[config.mk]
export PLATFORM = sky130hd
export DESIGN_NAME = debouncer_multi
export DESIGN_NICKNAME = d
export VERILOG_FILES = /design/src/rtl/debouncer_multi_pkg.sv /design/src/rtl/debounce_tick_gen.sv /design/src/rtl/debouncer_multi.sv
export SDC_FILE = /design/constraint.sdc
export NUM_CORES = 1
export LEC_CHECK = 0
export BUFFER_PORTS_ARGS = -buffer_cell sky130_fd_sc_hd__buf_4
export CAP_MARGIN = 20
export CORE_MARGIN = 2
export CORE_UTILIZATION = 45
export CTS_CLUSTER_DIAMETER = 30
export DETAILED_ROUTE_END_ITERATION = 10
export RECOVER_POWER = 100
export SETUP_SLACK_MARGIN = 0.05
export SYNTH_ARGS = -nofsm -noshare
export SYNTH_HDL_FRONTEND = slang
export SYNTH_SLANG_ARGS = --single-unit
[constraint.sdc]
create_clock -name clk -period 1.8 [get_ports clk]
set_input_delay 0.27 -clock clk [delete_from_list [all_inputs] [get_ports clk]]
set_output_delay 0.27 -clock clk [all_outputs]
set_load 0.02 [all_outputs]
[src/rtl/debouncer_multi_pkg.sv]
// ============================================================================
// Module : debouncer_multi_pkg
// Brief  : Shared defaults and sizing helper for the multi-channel debouncer.
// Rev    : 1.0 - initial release
// ============================================================================
`default_nettype none

package debouncer_multi_pkg;

    localparam int DEB_TICK_DIV_DEF = 50000;
    localparam int DEB_STABLE_DEF   = 4;

    // One spare bit so STABLE_SAMPLES-1 always fits, including STABLE_SAMPLES=1.
    function automatic int deb_cnt_w(input int stable);
        return $clog2(stable) + 1;
    endfunction

endpackage

`default_nettype wire

[src/rtl/debounce_tick_gen.sv]
// ============================================================================
// Module : debounce_tick_gen
// Brief  : Free-running prescaler; pulses sample_tick once every TICK_DIV clks.
// Rev    : 1.0 - initial release
// ============================================================================
`default_nettype none

module debounce_tick_gen
    import debouncer_multi_pkg::*;
#(
    parameter int TICK_DIV = DEB_TICK_DIV_DEF
) (
    input  logic clk,
    input  logic rst_a_p,
    output logic sample_tick
);

    localparam int              CW     = $clog2(TICK_DIV);
    localparam logic [CW-1:0]   c_LAST = CW'(TICK_DIV - 1);

    logic [CW-1:0] r_cnt;

    always_ff @(posedge clk or posedge rst_a_p) begin
        if (rst_a_p) begin
            r_cnt <= '0;
        end else if (r_cnt == c_LAST) begin
            r_cnt <= '0;
        end else begin
            r_cnt <= r_cnt + 1'b1;
        end
    end

    // Decoded from the count so the tick is low throughout reset.
    assign sample_tick = (r_cnt == c_LAST);

endmodule

`default_nettype wire

[src/rtl/debouncer_multi.sv]
// ============================================================================
// Module : debouncer_multi
// Brief  : N-channel debouncer with shared sample tick and rise/fall pulses.
//          Define DEBOUNCE_SYNC_EN to add a 2-flop input synchroniser.
// Rev    : 1.0 - initial release
// ============================================================================
`default_nettype none

module debouncer_multi
    import debouncer_multi_pkg::*;
#(
    parameter int   CHANNELS       = 4,
    parameter int   TICK_DIV       = DEB_TICK_DIV_DEF,
    parameter int   STABLE_SAMPLES = DEB_STABLE_DEF,
    parameter logic RESET_LEVEL    = 1'b0
) (
    input  logic                clk,
    input  logic                rst_a_p,
    input  logic [CHANNELS-1:0] db_in,
    output logic [CHANNELS-1:0] db_out,
    output logic [CHANNELS-1:0] db_rise,
    output logic [CHANNELS-1:0] db_fall,
    output logic                sample_tick
);

    localparam int               CNT_W      = deb_cnt_w(STABLE_SAMPLES);
    localparam logic [CNT_W-1:0] c_CNT_LAST = CNT_W'(STABLE_SAMPLES - 1);

    logic                w_tick;
    logic [CHANNELS-1:0] w_sample;

    debounce_tick_gen #(
        .TICK_DIV (TICK_DIV)
    ) u_tick_gen (
        .clk         (clk),
        .rst_a_p     (rst_a_p),
        .sample_tick (w_tick)
    );

    assign sample_tick = w_tick;

`ifdef DEBOUNCE_SYNC_EN
    logic [CHANNELS-1:0] r_sync1;
    logic [CHANNELS-1:0] r_sync2;

    always_ff @(posedge clk or posedge rst_a_p) begin
        if (rst_a_p) begin
            r_sync1 <= {CHANNELS{RESET_LEVEL}};
            r_sync2 <= {CHANNELS{RESET_LEVEL}};
        end else begin
            r_sync1 <= db_in;
            r_sync2 <= r_sync1;
        end
    end

    assign w_sample = r_sync2;
`else
    assign w_sample = db_in;
`endif

    for (genvar i = 0; i < CHANNELS; i++) begin : g_chan
        logic [CNT_W-1:0] r_cnt;
        logic             r_out;
        logic             r_rise;
        logic             r_fall;

        always_ff @(posedge clk or posedge rst_a_p) begin
            if (rst_a_p) begin
                r_cnt  <= '0;
                r_out  <= RESET_LEVEL;
                r_rise <= 1'b0;
                r_fall <= 1'b0;
            end else begin
                r_rise <= 1'b0;
                r_fall <= 1'b0;
                if (w_tick) begin
                    // Any sample matching the current level restarts the run.
                    if (w_sample[i] == r_out) begin
                        r_cnt <= '0;
                    end else if (r_cnt == c_CNT_LAST) begin
                        r_out  <= w_sample[i];
                        r_cnt  <= '0;
                        r_rise <= w_sample[i];
                        r_fall <= ~w_sample[i];
                    end else begin
                        r_cnt <= r_cnt + 1'b1;
                    end
                end
            end
        end

        assign db_out[i]  = r_out;
        assign db_rise[i] = r_rise;
        assign db_fall[i] = r_fall;
    end

endmodule

`default_nettype wire

==> results of run 1 <==
registers in the layout, summed over array words and instances, names as in the netlist:
register,flops
g_chan.r_cnt,12
g_chan.r_fall,4
g_chan.r_out,4
g_chan.r_rise,4
u_tick_gen.r_cnt,16
logic make-up (layout without fill, tap and decap cells):
| family | after synthesis | in the layout | share of synthesized area [%] |
|---|---|---|---|
| compound gates | 8 | 8 | 2.74 |
| xor+xnor | 18 | 18 | 8.21 |
| fa+ha+maj | 5 | 5 | 3.26 |
| buf+inv | 19 | 47 | 6.84 |
| flops | 40 | 40 | 52.2 |
| mux | 4 | 4 | 2.93 |
| simple gates | 76 | 76 | 23.9 |
placed cells by master, fill, tap and decap left out, types with 5 or more instances in the layout:
cell type	count
ha_1	5
nand3_1	10
buf_4	16
dfrtp_1	37
nand4_1	5
xor2_1	8
nor3b_1	8
clkbuf_8	6
nand2_1	17
nor2_1	14
xnor2_1	10
clkbuf_1	15
per-stage QoR:
| stage | hold slack (ps) | std cells | area (µm²) | setup TNS, ps | setup WS, ps |
|---|---|---|---|---|---|
| CTS | 98.8 | 244 | 2210 | -34.1 | -19.0 |
| finish | 149 | 248 | 2210 | 0 | 1.93 |
| floorplan | 340 | 170 | 1920 | 0 | 167 |
| global route | 143 | 248 | 2210 | -49.2 | -30.6 |
| detailed placement | 424 | 233 | 2080 | 0 | 37.7 |
| global placement | 422 | 233 | 2080 | 0 | 113 |
routing by layer:
metal | global-route usage, % | share of wire, % | wire length [µm]
met1 | 19.7 | 46 | 1530
met2 | 22.5 | 48 | 1570
met3 | 5.81 | 3.7 | 122
met4 | 5.88 | 2.1 | 69
met5 | 0 | 0 | 0
where the power goes:
group	switching (W)	internal (W)	total (W)
Sequential	0.00000774	0.000903	0.000911
Clock	0.000322	0.000310	0.000633
Combinational	0.0000402	0.0000252	0.0000654
path summary, 6_finish.rpt:
check	start	end	cells past startpoint	slack (ps)
worst max-delay path	u_tick_gen.r_cnt[7]	g_chan[0].r_out	5	2
worst min-delay path	db_in[3]	g_chan[3].r_fall	2	150
worst max register to register	u_tick_gen.r_cnt[7]	g_chan[0].r_out	5	2
worst min register to register	g_chan[1].r_cnt[1]	g_chan[1].r_cnt[1]	2	480
max in group asynchronous	rst_a_p	u_tick_gen.r_cnt[10]	3	890
min in group asynchronous	rst_a_p	g_chan[2].r_cnt[0]	3	260
cells in the mapped netlist:
| cell type | n |
|---|---|
| o21a_1 | 3 |
| a21o_1 | 1 |
| nor3b_1 | 8 |
| nand3_1 | 10 |
| and4_1 | 2 |
| nor4_1 | 4 |
| nand2_1 | 17 |
| and2_1 | 1 |
| nor2_1 | 14 |
| nor3_1 | 1 |
| nor2b_1 | 3 |
| and4bb_1 | 1 |
| mux2_4 | 3 |
| o21ai_0 | 3 |
| nor4b_4 | 1 |
| nand4_1 | 5 |
| inv_2 | 1 |
| buf_4 | 14 |
| dfrtp_1 | 40 |
| inv_1 | 2 |
| xor2_1 | 8 |
| and4bb_2 | 1 |
| ha_1 | 5 |
| mux2_1 | 1 |
| and3_1 | 1 |
| buf_6 | 1 |
| a21boi_0 | 1 |
| or2_4 | 1 |
| nand4_4 | 1 |
| nand2_4 | 2 |
| xnor2_1 | 10 |
| nand3b_1 | 1 |
| clkbuf_1 | 1 |
| nand2b_1 | 2 |
area by class of cell:
class / count / area, µm²
clock buffers: 6 / 82.6
well taps: 50 / 62.6
flip-flops and latches: 40 / 1000
multi-input cells: 111 / 807
repair buffers: 36 / 219
inverters: 3 / 16.3
fillers: 355 / 1850
clock inverters: 2 / 15.0
repair_timing:
| item | 4_1_cts | 5_1_grt |
|---|---|---|
| setup endpoints to repair | 2 | 6 |
| resized for setup | 5 | 6 |
| buffers inserted | 3 | 4 |
| gates cloned | 0 | 0 |
| pin swaps | 2 | 2 |
==> flow_metrics.tcl, run 1 <==
set metrics [dict create \
    synth.top_cell.area_share_pct 52.2 \
    cts-buffers-inserted 5 \
    worst_pin_slew_ps 947 \
    grt_util_all_layers_pct 15.1 \
    worstPathArrival_ps 1980 \
    synthTopCellsByArea "dfrtp_1 52%, buf_4 5.5%, xnor2_1 4.6%" \
    grt_pass1_wl_mm 5.62 \
    drt-total-wl_mm 3.30 \
    ys_types 34 \
    cts-htree-levels 2 \
    p_total_w 0.00161 \
    hold_viol_final 0 \
    synthCells 170 \
    fmax_ghz 0.556 \
    cts_tree "yes" \
    gp_congestion 0.787 \
    first_global_vias 1241 \
    boundaryPins 19 \
    dpl.hpwl_mm 2.29 \
    coreArea_um2 4060 \
    synth_area_um2 1920 \
    path_class "register to register" \
    ys_ff_latch 40 \
    wire_per_inst_um 13.3 \
    first_pass_iters 4 \
    dieArea_um2 4800 \
    area_growth_pct 15.0 \
    crit_required_ps 1980 \
    cts_sinks 40 \
    rows 23 \
    clk_pin_slew_worst_paths_ps 80 \
    diodes 0 \
    irDropWorstVdd_uv 471 \
    syn_avg_cell_area_um2 11.3 \
    endpoint_kind "register" \
    port_buffers 18 \
    skew_ps 5.86 \
    root_buffer "clkbuf_8" \
    power_density_nw_per_um2 729 \
    finalMaxSlewViolations 0 \
    cp_cell_sequence "nor4b_4 > nand4_4 > buf_4 > or2_4 > mux2_4" \
    finalCritPeriodShare_pct 99.9 \
    synth_top_cell_by_area "dfrtp_1" \
    synth_fp_nets 181 \
    status "finished clean" \
    yosysSeqAreaShare_pct 52.2 \
    p_leak_nw 0.997 \
    crit_family "simple AND/OR/NAND/NOR gates" \
    drc 0 \
    yosysWarnings 0 \
    die_h_um 69.3 \
    antenna_found_initial 0 \
    cap_violations 0 \
    grt_start_max_net_pins 41 \
    ctsLongestPathBuffers 2 \
    initial_core_util_pct 47.3 \
    setup_viol 0 \
    critPathMaxStageDelay_ps 440 \
    die_w_um 69.3 \
    hold_class "primary input to register" \
    period_needed_ps 1800 \
    start_kind "register" \
    viasPerCell 4.95 \
    clk_latency_ps 300 \
    cp.buffers_inverters 1 \
    slowest_stage "dfrtp_2" \
    worstPathMaxFanout 4 \
    first_iter_violations 58 \
    rsz0062_at_grt "yes" \
    holdBufCountCts 0 \
    ant_nets 0 \
    grt.overflow.total 0 \
    nNetsFinal 208 \
    relSlewSlack_pct 36.9 \
    final_util_pct 54.4 \
    drive_gt1_share_pct 22.2 \
    vias 1228 \
]
Power figures use the tool's default switching activity.
==> run 2, diff against run 1 <==
--- a/config.mk
+++ b/config.mk
@@ -5,7 +5,8 @@
 export SDC_FILE = /design/constraint.sdc
 export NUM_CORES = 1
 export LEC_CHECK = 0
-export BUFFER_PORTS_ARGS = -buffer_cell sky130_fd_sc_hd__buf_4
+export ABC_AREA = 1
+export BUFFER_PORTS_ARGS = -buffer_cell sky130_fd_sc_hd__buf_2
 export CAP_MARGIN = 20
 export CORE_MARGIN = 2
 export CORE_UTILIZATION = 45
==> run 2 against run 1 <==
  * First-iteration DRC count increased by 90%
  * Register-to-register slack improved by 170 ps
  * Hold slack improved by 31 ps
  * Combinational power decreased by 39%
  * Maximum frequency increased by 5.9%
  * Power decreased by 6.7%
  * Flip-flop and latch count unchanged
  * Synthesized cell count increased by 51%
  * Core utilization decreased by 2.1 points
  * Clock skew decreased by 2.4 ps
  * Worst setup slack improved by 99 ps
  * Clock power decreased by 11%
  * Critical endpoint is now sample_tick
  * Largest power group unchanged
==> flow_metrics.tcl, run 2 <==
set metrics [dict create \
    reg_top3 "u_tick_gen.r_cnt (16), g_chan.r_cnt (12)" \
    first_pass_iters 4 \
    p_leak_nw 1.20 \
    synth_ff_type "dfrtp_1" \
    grt_pass1_wl_mm 6.88 \
    endpoint_kind "output port" \
    clk_pin_slew_worst_paths_ps 70 \
    critPathMaxStageDelay_ps 450 \
    synth-simple-area-share_pct 30.7 \
    holdPathEnd "g_chan[2].r_fall" \
    place_ws_ps 241 \
    cp.buffers_inverters 1 \
    root_buffer "clkbuf_8" \
    synth_top_family_by_area "simple AND/OR/NAND/NOR gates" \
    skew_ps 3.42 \
    synth_area_um2 2110 \
    synth_top_cell_by_area "dfrtp_1" \
    wire_per_inst_um 12.2 \
    setup_ws_ps 101 \
    period_needed_ps 1700 \
    die_h_um 72.4 \
    yosys-mux-area-fraction_pct 0 \
    whs_path_depth 2 \
    dieArea_um2 5240 \
    rows 24 \
    synthTopCellsByCount "57 x nand2_1, 41 x nor2_1, 40 x dfrtp_1" \
    ys_ff_latch 40 \
    worst_pin_slew_ps 977 \
    finalMaxSlewViolations 0 \
    syn_avg_cell_area_um2 8.19 \
    nFillCells 432 \
    synthTopCellsByArea "dfrtp_1 48%, nand2_1 10%, nor2_1 7.3%" \
    die_w_um 72.4 \
    power_density_nw_per_um2 646 \
    path_class "register to output port" \
    worstPathMaxFanout 5 \
    crit_required_ps 1530 \
    worstPathArrival_ps 1430 \
    synth_xor_area_share_pct 4.58 \
    nNetsFinal 290 \
    initial_core_util_pct 47.4 \
    coreArea_um2 4440 \
    yosysWarnings 0 \
    grt.overflow.total 0 \
    ctsLongestPathBuffers 2 \
    yosysMostFrequentCell "nand2_1" \
    ant_nets 0 \
    largest_reg_flops 16 \
    r2r-start "u_tick_gen.r_cnt[13]" \
    reg2reg_slack_ps 170 \
    gr-usage-met3_pct 4.31 \
    start_kind "register" \
    antenna_found_initial 0 \
    cp_cell_sequence "nor2_4 > nand2_1 > nor2_2 > and2_4 > buf_4" \
    synth_compound_area_share_pct 2.61 \
    area_growth_pct 10.3 \
    cts-buffers-inserted 5 \
    hp-start "db_in[2]" \
    port_buffers 18 \
    drc 0 \
    cts-htree-levels 2 \
    grtUsageMet1_pct 23.8 \
    boundaryPins 19 \
    hold_viol_final 0 \
    hold_class "primary input to register" \
    max_flop_register "u_tick_gen.r_cnt" \
    vias 1602 \
    slowest_stage "dfrtp_1" \
    synth-edff-count 0 \
    holdBufCountCts 0 \
    dpl.hpwl_mm 2.85 \
    layout_commonest_cell "nand2_1" \
    layout_common_cells "56 x nand2_1, 42 x nor2_1, 37 x dfrtp_1, 35 x inv_1, 14 x nand4_1" \
    ys_types 21 \
    seq_area_um2 1000 \
    met2_usage_pct 26.5 \
    cts_sinks 40 \
    grt_start_max_net_pins 41 \
    rsz0062_at_grt "no" \
    synth.top_cell.area_share_pct 47.5 \
    reg2reg_depth 8 \
    drt-total-wl_mm 4.05 \
    rr_endpoint "g_chan[2].r_cnt[1]" \
    multi_input_area_um2 886 \
    irDropWorstVdd_uv 372 \
    first_iter_violations 110 \
    setup_tns_ps 0 \
    viasPerCell 4.84 \
    cts_tree "yes" \
    crit_family "simple AND/OR/NAND/NOR gates" \
    clk_latency_ps 290 \
    diodes 0 \
    synthCells 257 \
    relSlewSlack_pct 34.9 \
    setup_viol 0 \
    grt-busiest-layer "met2" \
    async_flop_share_pct 100 \
    status "finished clean" \
    gp_congestion 0.842 \
    cap_violations 0 \
    synth_fa_ha_area_share_pct 2.97 \
    fmax_ghz 0.589 \
    yosysSeqAreaShare_pct 47.5 \
    first_global_vias 1480 \
    grt_util_all_layers_pct 17.2 \
    drive_gt1_share_pct 14.0 \
    finalCritPeriodShare_pct 94.4 \
    synth_fp_nets 268 \
]
## run 2: final cells by class
cell class / instances / area share, %
Clock inverter: 1 / 0.215
Clock buffer: 6 / 3.12
Multi-Input combinational cell: 167 / 38.1
Sequential cell: 40 / 43.2
Timing Repair Buffer: 29 / 6.68
Tap cell: 52 / 2.80
Inverter: 36 / 5.82
## run 2: logic make-up (layout without fill, tap and decap cells)
logic type	after synthesis	count (layout)
xor gates and xnor gates	11	11
AOI/OAI and AO/OA	9	9
and+or+nand+nor	142	142
buffers and inverters	50	72
adders and majority gates	5	5
DFF	40	40
## run 2: per-stage QoR
step,utilization (%),std cells,area [µm²],hold WS [ps],total power (W)
after floorplan,-,257,2110,336,0.000939
after global placement,49.1,317,2180,423,0.000958
after detailed placement,49.1,317,2180,423,0.000957
after CTS,51.1,324,2270,108,0.00152
after global routing,52.3,331,2320,181,0.00156
final,52.3,331,2320,179,0.00150
## run 2: worst max-delay path by stage
| stage | start | to | depth (start not counted) |
|---|---|---|---|
| 6_report | u_tick_gen.r_cnt[5] | sample_tick | 5 |
| 2_1_floorplan | u_tick_gen.r_cnt[0] | sample_tick | 4 |
| 3_5_place_dp | u_tick_gen.r_cnt[0] | g_chan[2].r_cnt[1] | 7 |
| 5_1_grt | u_tick_gen.r_cnt[5] | sample_tick | 5 |
| 3_3_place_gp | u_tick_gen.r_cnt[0] | g_chan[1].r_cnt[1] | 7 |
| 4_1_cts | u_tick_gen.r_cnt[0] | sample_tick | 5 |
## run 2: metal layers
| metal | vias up | wire length, µm |
|---|---|---|
| met5 | - | 0 |
| met4 | 0 | 61 |
| met3 | 6 | 152 |
| met2 | 27 | 1840 |
| met1 | 734 | 1990 |
| li1 | 835 | - |
## run 2: report_power, final
group | leakage [nW] | internal, W | total [W] | switching [W]
registers | 0.499 | 0.000898 | 0.000898 | 0
logic | 0.659 | 0.00000823 | 0.0000398 | 0.0000316
clock network | 0.0410 | 0.000264 | 0.000563 | 0.000299
total | 1.20 | 0.00117 | 0.00150 | 0.000331
## run 2: worst register-to-register path, cell delays in order, from the launching register on
cell,delay [ps]
dfrtp_1,410
nor2_2,120
nand3_1,150
clkbuf_4,190
nor2_1,80
nand3_1,150
clkbuf_2,250
nand2_1,90
o21ai_0,70
## run 2: repair_timing
item	4_1_cts	5_1_grt
setup buffers	0	7
gates resized for setup	3	11
pin swaps	1	1
cloned	0	0
setup endpoints to repair	1	1
==> run 3, diff against run 2 <==
--- a/config.mk
+++ b/config.mk
@@ -16,4 +16,5 @@
 export SETUP_SLACK_MARGIN = 0.05
 export SYNTH_ARGS = -nofsm -noshare
 export SYNTH_HDL_FRONTEND = slang
+export SYNTH_HIERARCHICAL = 1
 export SYNTH_SLANG_ARGS = --single-unit
==> run 3 against run 2 <==
  * Die area down 2.6%
  * First-iteration DRC count decreased by 46%
  * Power is 4.7% higher
  * Synthesized cell count is 1.2% higher
  * Clock skew rose by 2.2 ps
  * Highest routed layer unchanged
==> flow_metrics.tcl, run 3 <==
set metrics [dict create \
    dp_cells 321 \
    initial_core_util_pct 46.7 \
    setup_viol 0 \
    area_growth_pct 9.22 \
    finalCritPeriodShare_pct 93.4 \
    diodes 0 \
    vias 1559 \
    synth.top_cell.area_share_pct 48.9 \
    reg_top3 "u_tick_gen/r_cnt (16), g_chan.r_cnt (12)" \
    drc 0 \
    ys_types 22 \
    path_class "register to output port" \
    placed_area_um2 2130 \
    ys_ff_latch 40 \
    rows 24 \
    grt_start_max_net_pins 25 \
    synth_area_um2 2050 \
    first_global_vias 1536 \
    cap_violations 0 \
    yosysMostFrequentCell "nand2_1" \
    synthCells 260 \
    dieArea_um2 5110 \
    p_leak_nw 1.30 \
    grt_pass1_wl_mm 6.31 \
    rsz0062_at_grt "no" \
    cts-buffers-inserted 5 \
    worst_pin_slew_ps 1270 \
    viasPerCell 4.67 \
    fmax_ghz 0.595 \
    drive_gt1_share_pct 8.87 \
    holdBufCountCts 0 \
    seq_area_um2 1000 \
    irDropWorstVdd_uv 432 \
    start_kind "register" \
    setup_tns_ps 0 \
    first_iter_violations 59 \
    endpoint_kind "output port" \
    ant_nets 0 \
    power_density_nw_per_um2 703 \
    port_buffers 18 \
    final_cell_area_um2 2240 \
    synth-edff-count 0 \
    clk_latency_ps 290 \
    finalMaxSlewViolations 0 \
    die_w_um 71.5 \
    relSlewSlack_pct 15.5 \
    ctsLongestPathBuffers 2 \
    status "finished clean" \
    hold_class "primary input to asynchronous set/reset pin" \
    coreArea_um2 4380 \
    boundaryPins 19 \
    syn_avg_cell_area_um2 7.88 \
    skew_ps 5.58 \
    hold_viol_final 0 \
    async_flop_share_pct 100 \
    grt_util_all_layers_pct 15.9 \
    cts_sinks 40 \
    largest_reg_flops 16 \
    root_buffer "clkbuf_8" \
    yosysSeqAreaShare_pct 48.9 \
    synth_top_cell_by_area "dfrtp_1" \
    synthTopCellsByCount "77 x nand2_1, 45 x inv_1, 40 x dfrtp_1" \
    synth_ff_type "dfrtp_1" \
    hold_ws_ps 54.2 \
    yosysWarnings 6 \
    synthTopCellsByArea "dfrtp_1 49%, nand2_1 14%, inv_1 8.2%" \
    synth_fp_nets 271 \
    nNetsFinal 293 \
    gp_congestion 0.794 \
    layout_common_cells "77 x nand2_1, 45 x inv_1, 40 x dfrtp_1, 33 x nor2_1, 15 x clkbuf_1" \
    instances_no_fill 334 \
    final_util_pct 51.0 \
    worstPathMaxFanout 5 \
    first_pass_iters 4 \
    cts_tree "yes" \
    layout_commonest_cell "nand2_1" \
    drt-total-wl_mm 3.63 \
    period_needed_ps 1680 \
    multi_input_area_um2 751 \
    crit_required_ps 1530 \
    clk_pin_slew_worst_paths_ps 80 \
    max_flop_register "u_tick_gen/r_cnt" \
    dpl.hpwl_mm 2.61 \
    nFillCells 454 \
    antenna_found_initial 0 \
    wire_per_inst_um 10.9 \
    grt.overflow.total 0 \
    cts-htree-levels 2 \
    die_h_um 71.5 \
    worstPathArrival_ps 1410 \
]
-- run 3: cell types whose count changed after synthesis, moves of 5 or more --
cell / delta
nand2_1: +20
nand4_1: -8
o21ai_0: +5
nor2_1: -8
nor2_2: -5
inv_1: +10
-- run 3: area by class of cell --
class	instances	share of cell area (%)
Clock buffer	7	4.31
Inverter	46	7.83
Multi-Input combinational cell	160	33.6
Sequential cell	40	44.7
Tap cell	52	2.91
Timing Repair Buffer	29	6.66
-- run 3: worst max-delay path: stages, from the launching register on --
cell     delay [ps]
dfrtp_1         370
ha_1            180
nand3_1         110
nor2_1          140
nand2_2         110
inv_4            80
buf_4           130
-- run 3: metal layers --
layer	share of wire, %	GRT usage (%)
met5	0	0
met4	2.8	8.60
met3	2.9	4.22
met2	50	26.7
met1	45	18.5
-- run 3: final timing paths --
kind	from	to	cells after the start	slack, ps
max in group asynchronous	rst_a_p	g_chan[1].r_cnt[1]	3	660
max	u_tick_gen/r_cnt[1]	sample_tick	6	120
max reg2reg	u_tick_gen/r_cnt[1]	g_chan[1].r_out	10	170
min	rst_a_p	u_tick_gen/r_cnt[4]	2	50
min in group clk	db_in[2]	g_chan[2].r_fall	2	170
min reg2reg	g_chan[2].r_cnt[1]	g_chan[2].r_cnt[1]	2	490
-- run 3: stage by stage --
stage / setup slack, ps / total power, W
3_5_place_dp: 207 / 0.000954
2_1_floorplan: 213 / 0.000937
4_1_cts: 101 / 0.00160
5_1_grt: 27.8 / 0.00163
3_3_place_gp: 252 / 0.000954
6_report: 119 / 0.00157
-- run 3: kinds of logic (layout without fill, tap and decap cells) --
logic type	Yosys count	count (layout)	synth area share, %
adders and majority gates	5	5	3.05
xor gates and xnor gates	5	5	2.14
buffers and inverters	60	82	13.9
DFF	40	40	48.9
and+or+nand+nor	134	134	27.4
AOI/OAI and AO/OA	16	16	4.58
-- run 3: where the power goes --
| part | internal [W] | switching [W] |
|---|---|---|
| Sequential | 0.000898 | 0 |
| Combinational | 0.00000773 | 0.0000278 |
| Clock | 0.000341 | 0.000297 |
| Total | 0.00125 | 0.000325 |
-- run 3: what timing repair did --
| item | 4_1_cts | 5_1_grt |
|---|---|---|
| pin swaps | 0 | 1 |
| setup endpoints to repair | 1 | 7 |
| buffers inserted | 2 | 4 |
| gates resized for setup | 3 | 1 |
